`config.mk`:
```
export PLATFORM = sky130hd
export DESIGN_NAME = sd_bus_arbiter
export DESIGN_NICKNAME = d
export VERILOG_FILES = /design/src/rtl/sd_pkg.sv /design/src/rtl/sd_rr_arb2.sv /design/src/rtl/sd_bus_arbiter.sv
export SDC_FILE = /design/constraint.sdc
export NUM_CORES = 1
export LEC_CHECK = 0
export ABC_CLOCK_PERIOD_IN_PS = 4450
export BUFFER_PORTS_ARGS = -buffer_cell sky130_fd_sc_hd__buf_4
export CORE_MARGIN = 2
export CORE_UTILIZATION = 46
export CTS_CLUSTER_SIZE = 40
export DETAILED_ROUTE_END_ITERATION = 12
export PLACE_DENSITY = 0.79
export SETUP_SLACK_MARGIN = 0.4
export SLEW_MARGIN = 15
export SYNTH_ARGS = -nofsm -noshare
export SYNTH_HDL_FRONTEND = slang
export SYNTH_SLANG_ARGS = --single-unit
export TNS_END_PERCENT = 1
```
`constraint.sdc`:
```
create_clock -name SD_clk -period 4.45 [get_ports SD_clk]
set_input_delay 0.445 -clock SD_clk [delete_from_list [all_inputs] [get_ports SD_clk]]
set_output_delay 0.445 -clock SD_clk [all_outputs]
set_load 0.05 [all_outputs]
```
`src/rtl/sd_pkg.sv`:
```
// rtl/sd_pkg.sv - shared constants and types for the SD bus arbiter
//
// Holds the arbiter state encoding, the client-id constants and the sector
// width. The arbiter top and the round-robin picker import it.
package sd_pkg;

  localparam int SEC_W = 32;

  // Client identifiers; the round-robin "last" register holds one of these.
  localparam logic CLIENT_A = 1'b0;
  localparam logic CLIENT_B = 1'b1;

  typedef enum logic [2:0] {
    ST_INIT     = 3'd0,
    ST_IDLE     = 3'd1,
    ST_ISSUE    = 3'd2,
    ST_BUSY     = 3'd3,
    ST_COMPLETE = 3'd4
  } sd_state_t;

endpackage

```
`src/rtl/sd_rr_arb2.sv`:
```
// rtl/sd_rr_arb2.sv - two-input round-robin picker (combinational)
//
// Ports:
//   req_a, req_b : client request levels
//   last         : client granted most recently (CLIENT_A / CLIENT_B)
//   gnt_id       : chosen client, meaningful only when gnt_valid is high
//   gnt_valid    : at least one client is requesting
module sd_rr_arb2
  import sd_pkg::*;
(
  input  logic req_a,
  input  logic req_b,
  input  logic last,
  output logic gnt_id,
  output logic gnt_valid
);

  always_comb begin
    gnt_valid = req_a | req_b;
    gnt_id    = CLIENT_A;
    if (req_a && req_b) begin
      // Contention: the client that did not win last time goes next.
      gnt_id = (last == CLIENT_A) ? CLIENT_B : CLIENT_A;
    end else if (req_b) begin
      gnt_id = CLIENT_B;
    end
  end

endmodule

```
`src/rtl/sd_bus_arbiter.sv`:
```
// rtl/sd_bus_arbiter.sv - SD SPI bus sequencer and two-client round-robin arbiter
//
// Holds the bus for the init engine until init_o, then grants single-block
// write/read transactions from clients A and B to the write/read engines and
// muxes SD_cs/SD_datain from whichever engine owns the bus.
//
// Optional feature macro: SD_ARB_TIMEOUT_EN adds a BUSY watchdog of
// TIMEOUT_CYCLES SD_clk cycles; without it BUSY waits forever, done_err = 0.
//
// Ports:
//   SD_clk, rst_n                 : clock, async active-low reset
//   init_o                        : init engine complete (level)
//   SD_cs_i/_w/_r, SD_datain_i/_w/_r : engine bus drives (init/write/read)
//   write_o, read_o               : engine block-done levels
//   write_req, read_req           : one-cycle engine start pulses
//   write_sec, read_sec           : registered sector for each engine
//   SD_cs, SD_datain              : muxed bus to the card
//   a_req/a_wr/a_sec, b_*         : client request, direction (1 = write), sector
//   a_ack, b_ack                  : one-cycle grant pulses
//   a_done, b_done, done_err      : one-cycle completion pulses, 1 = timed out
//   busy                          : high in every state except IDLE
module sd_bus_arbiter
  import sd_pkg::*;
#(
  parameter int TIMEOUT_CYCLES = 2000000
) (
  input  logic             SD_clk,
  input  logic             rst_n,
  input  logic             init_o,
  input  logic             SD_cs_i,
  input  logic             SD_datain_i,
  input  logic             SD_cs_w,
  input  logic             SD_datain_w,
  input  logic             SD_cs_r,
  input  logic             SD_datain_r,
  input  logic             write_o,
  input  logic             read_o,
  output logic             write_req,
  output logic             read_req,
  output logic [SEC_W-1:0] write_sec,
  output logic [SEC_W-1:0] read_sec,
  output logic             SD_cs,
  output logic             SD_datain,
  input  logic             a_req,
  input  logic             b_req,
  input  logic             a_wr,
  input  logic             b_wr,
  input  logic [SEC_W-1:0] a_sec,
  input  logic [SEC_W-1:0] b_sec,
  output logic             a_ack,
  output logic             b_ack,
  output logic             a_done,
  output logic             b_done,
  output logic             done_err,
  output logic             busy
);

  sd_state_t state;
  logic      last;       // client granted most recently
  logic      owner;      // client owning the current transaction
  logic      wr;         // current transaction is a write
  logic      done_prev;  // previous value of the selected engine done

  logic             gnt_id;
  logic             gnt_valid;
  logic             gnt_wr;
  logic [SEC_W-1:0] gnt_sec;
  logic             sel_done;
  logic             done_rise;

  sd_rr_arb2 u_rr (
    .req_a     (a_req),
    .req_b     (b_req),
    .last      (last),
    .gnt_id    (gnt_id),
    .gnt_valid (gnt_valid)
  );

  assign gnt_wr    = (gnt_id == CLIENT_A) ? a_wr  : b_wr;
  assign gnt_sec   = (gnt_id == CLIENT_A) ? a_sec : b_sec;
  assign sel_done  = wr ? write_o : read_o;
  assign done_rise = sel_done & ~done_prev;
  assign busy      = (state != ST_IDLE);

`ifdef SD_ARB_TIMEOUT_EN
  localparam logic [31:0] TO_LAST = 32'(TIMEOUT_CYCLES - 1);
  logic [31:0] to_cnt;
  logic        done_err_q;
  assign done_err = done_err_q;
`else
  logic unused_timeout;
  assign unused_timeout = (TIMEOUT_CYCLES > 0);
  assign done_err       = 1'b0;
`endif

  always_ff @(posedge SD_clk or negedge rst_n) begin
    if (!rst_n) begin
      state     <= ST_INIT;
      last      <= CLIENT_B;
      owner     <= CLIENT_A;
      wr        <= 1'b0;
      done_prev <= 1'b0;
      write_sec <= '0;
      read_sec  <= '0;
      write_req <= 1'b0;
      read_req  <= 1'b0;
      a_ack     <= 1'b0;
      b_ack     <= 1'b0;
      a_done    <= 1'b0;
      b_done    <= 1'b0;
`ifdef SD_ARB_TIMEOUT_EN
      to_cnt     <= '0;
      done_err_q <= 1'b0;
`endif
    end else begin
      // All handshake outputs are single-cycle pulses.
      write_req <= 1'b0;
      read_req  <= 1'b0;
      a_ack     <= 1'b0;
      b_ack     <= 1'b0;
      a_done    <= 1'b0;
      b_done    <= 1'b0;
`ifdef SD_ARB_TIMEOUT_EN
      done_err_q <= 1'b0;
`endif
      case (state)
        ST_INIT: begin
          if (init_o) state <= ST_IDLE;
        end

        ST_IDLE: begin
          if (gnt_valid) begin
            owner <= gnt_id;
            wr    <= gnt_wr;
            if (gnt_wr) write_sec <= gnt_sec;
            else        read_sec  <= gnt_sec;
            a_ack     <= (gnt_id == CLIENT_A);
            b_ack     <= (gnt_id == CLIENT_B);
            write_req <= gnt_wr;
            read_req  <= ~gnt_wr;
            // Cleared here and held through ISSUE so a done level that is
            // already high when BUSY starts still counts as an edge.
            done_prev <= 1'b0;
            state     <= ST_ISSUE;
          end
        end

        ST_ISSUE: begin
          last  <= owner;
`ifdef SD_ARB_TIMEOUT_EN
          to_cnt <= '0;
`endif
          state <= ST_BUSY;
        end

        ST_BUSY: begin
          done_prev <= sel_done;
          if (done_rise) begin
            a_done <= (owner == CLIENT_A);
            b_done <= (owner == CLIENT_B);
            state  <= ST_COMPLETE;
          end
`ifdef SD_ARB_TIMEOUT_EN
          else if (to_cnt == TO_LAST) begin
            a_done     <= (owner == CLIENT_A);
            b_done     <= (owner == CLIENT_B);
            done_err_q <= 1'b1;
            state      <= ST_COMPLETE;
          end else begin
            to_cnt <= to_cnt + 32'd1;
          end
`endif
        end

        ST_COMPLETE: begin
          state <= ST_IDLE;
        end

        default: begin
          state <= ST_INIT;
        end
      endcase
    end
  end

  // Bus mux: combinational from the registered state, no added latency.
  always_comb begin
    SD_cs     = 1'b1;
    SD_datain = 1'b1;
    case (state)
      ST_INIT: begin
        SD_cs     = SD_cs_i;
        SD_datain = SD_datain_i;
      end
      ST_BUSY: begin
        SD_cs     = wr ? SD_cs_w     : SD_cs_r;
        SD_datain = wr ? SD_datain_w : SD_datain_r;
      end
      default: begin
        SD_cs     = 1'b1;
        SD_datain = 1'b1;
      end
    endcase
  end

endmodule
```
==> metrics.cfg <==
[floorplan]
dieArea_mm2=0.008040
std_cell_rows=31
dieWidth_um=89.67
io_pins=153
initial_core_util_pct=47.04
core_area_mm2=0.007176
die_height_um=89.67

[drt]
vias=2347
wl_per_cell_um=15.57
post_drt_via_cell_ratio=4.890
route.detailed.drc=0
ant_nets=0
wl_um=7474
first_iter_violations=66
dr.pass1.iters=3

[yosys]
yosysWarnings=0
syn_inst=223
synth_enable_flop_cells=0
synth_area_leaders=dfrtp_1 56%, mux2_1 19%, mux2_2 13%, buf_6 2.0%, mux2i_1 0.89%
syn_avg_cell_area_um2=15.14
synth_area_mm2=0.003376
synth_seq_area_share_pct=57.12
syn-num-nets=302
yosysTopAreaCellShare_pct=56.34
synth_cell_type_count=32
async_flop_share_pct=100.0
synth_ff_type=dfrtp_1
yosysTopAreaCell=dfrtp_1
ys_ff_latch=77

[clock_network]
cts-resized-gates=0
cts_buffers=9
cts.path.max_buffers=2
ctsHoldBuffers=0
clk_pin_slew_ns=0.08
clkSinkCount=77
clockRootBuffer=clkbuf_8
postCtsSetupBuffers=0
htreeDepth=3
clk_latency_ns=0.33
cts_tree=yes

[setup_path]
worst-setup-path-type=flop to flop
reg2reg_depth=4
path_max_fanout=34
required_ns=4.66
reg2reg_to=read_sec[25]$_DFFE_PN0P_
cp-start-kind=flop
endpoint_kind=flop
cp_data_arrival_time_ns=2.46
reg2reg_from=state[1]$_DFFE_PN0P_
r2r_setup_slack_ns=2.21

[finish]
final_nets=455
antenna_cells=0
mostFrequentLayoutCells=152 x buf_4, 76 x dfrtp_1, 58 x mux2_1
syn2layout_area_growth_pct=42.81
finalInstanceArea_mm2=0.004821
final_common_cell=buf_4
drive_above_1_share_pct=55.91

[sta]
tns_ns=0
finalCritPeriodShare_pct=50.40
grt_setup_unrepaired=false
setup_viol=0
slew_viol_final=0
tightest_slew_ns=0.9545
relSlewSlack_pct=36.37
max_freq_ghz=0.4459
hold_viol=0
skew_ns=0.008622
period_needed_ns=2.243
setup_ws_ns=2.207

[global_route]
grt_max_degree=78
grt_pass1_vias=2292
grt_overflow=0
grt_pass1_wl_um=11180
antenna_found_initial=0
track_usage_pct=18.26

[hold_path]
hp-class=input pin to asynchronous set/reset pin

[placed_design]
placed_cell_area_mm2=0.004562
place_congestion=0.7473
dp_hpwl_um=5346
place_ws_ns=2.002
io_buffers=151

[flow_run]
timing.max_cap.violations=0

[outcome]
outcome=complete, no violations

cell usage after synthesis, types with 2 or more instances:
cell type and n:
dfrtp_1 76, mux2_1 58, mux2_2 39, buf_6 6
nor2_1 6, clkbuf_1 3, mux2i_1 3, o21ai_0 3
a211o_1 2, nand2b_1 2, nor2b_1 2, nor3_1 2
nor3b_1 2
per-stage QoR:
stage	instances	util, %	hold WS [ns]
floorplan	223	-	0.1494
global placement	464	63.57	0.4685
detailed placement	464	63.57	0.4760
CTS	480	67.18	0.2921
global route	480	67.18	0.3336
finish	480	67.18	0.2388
final cells by class:
class / instances / area [um^2]
clock buffer: 13 / 168.9
clock inverter: 3 / 90.09
fill: 573 / 2355
inverter: 1 / 3.754
multi-input combinational: 135 / 1365
sequential: 77 / 1928
tap: 99 / 123.9
timing repair buffer: 152 / 1141
flip-flops by register name, summed over array words and instances (netlist names):
signal	flops
write_req	1
state	3
last	1
a_done	1
b_done	1
a_ack	1
read_sec	32
b_ack	1
wr	1
write_sec	32
read_req	1
owner	1
done_prev	1
layer usage:
| metal | share of wire, % | global-route usage, % | routed length (um) |
|---|---|---|---|
| met2 | 53 | 30.95 | 3982 |
| met1 | 40 | 22.67 | 2954 |
| met5 | 0 | 0 | 0 |
| met4 | 1.6 | 7.056 | 118 |
| met3 | 5.6 | 4.296 | 419 |
how the worst max path moves through the flow:
stage	cells after the start	startpoint	slack (ns)	to
floorplan	5	b_req	2.48	read_sec[12]$_DFFE_PN0P_
global placement	5	b_req	2.11	read_sec[30]$_DFFE_PN0P_
detailed placement	5	a_req	2.00	read_sec[6]$_DFFE_PN0P_
CTS	4	last$_DFFE_PN1P_	2.17	read_sec[5]$_DFFE_PN0P_
global route	4	state[0]$_DFFE_PN0P_	2.06	SD_datain
finish	4	state[1]$_DFFE_PN0P_	2.21	read_sec[25]$_DFFE_PN0P_
kinds of logic after synthesis:
kind of cell	after synthesis	share of synthesized area (%)
AND/OR/NAND/NOR	24	4.559
buffers and inverters	11	2.668
flip-flops	77	57.12
multiplexers	101	33.65
AO/OA/AOI/OAI	9	1.890
other	1	0.1111
critical path: stages, from the launching register on:
cell and delay (ns):
dfrtp_1 0.44, or3b_4 0.45, nor2_1 0.18, nand2_2 0.51
mux2_1 0.52
Power is not shown: default switching activity piles up to over one toggle a cycle in this logic, so the estimate is an artifact.
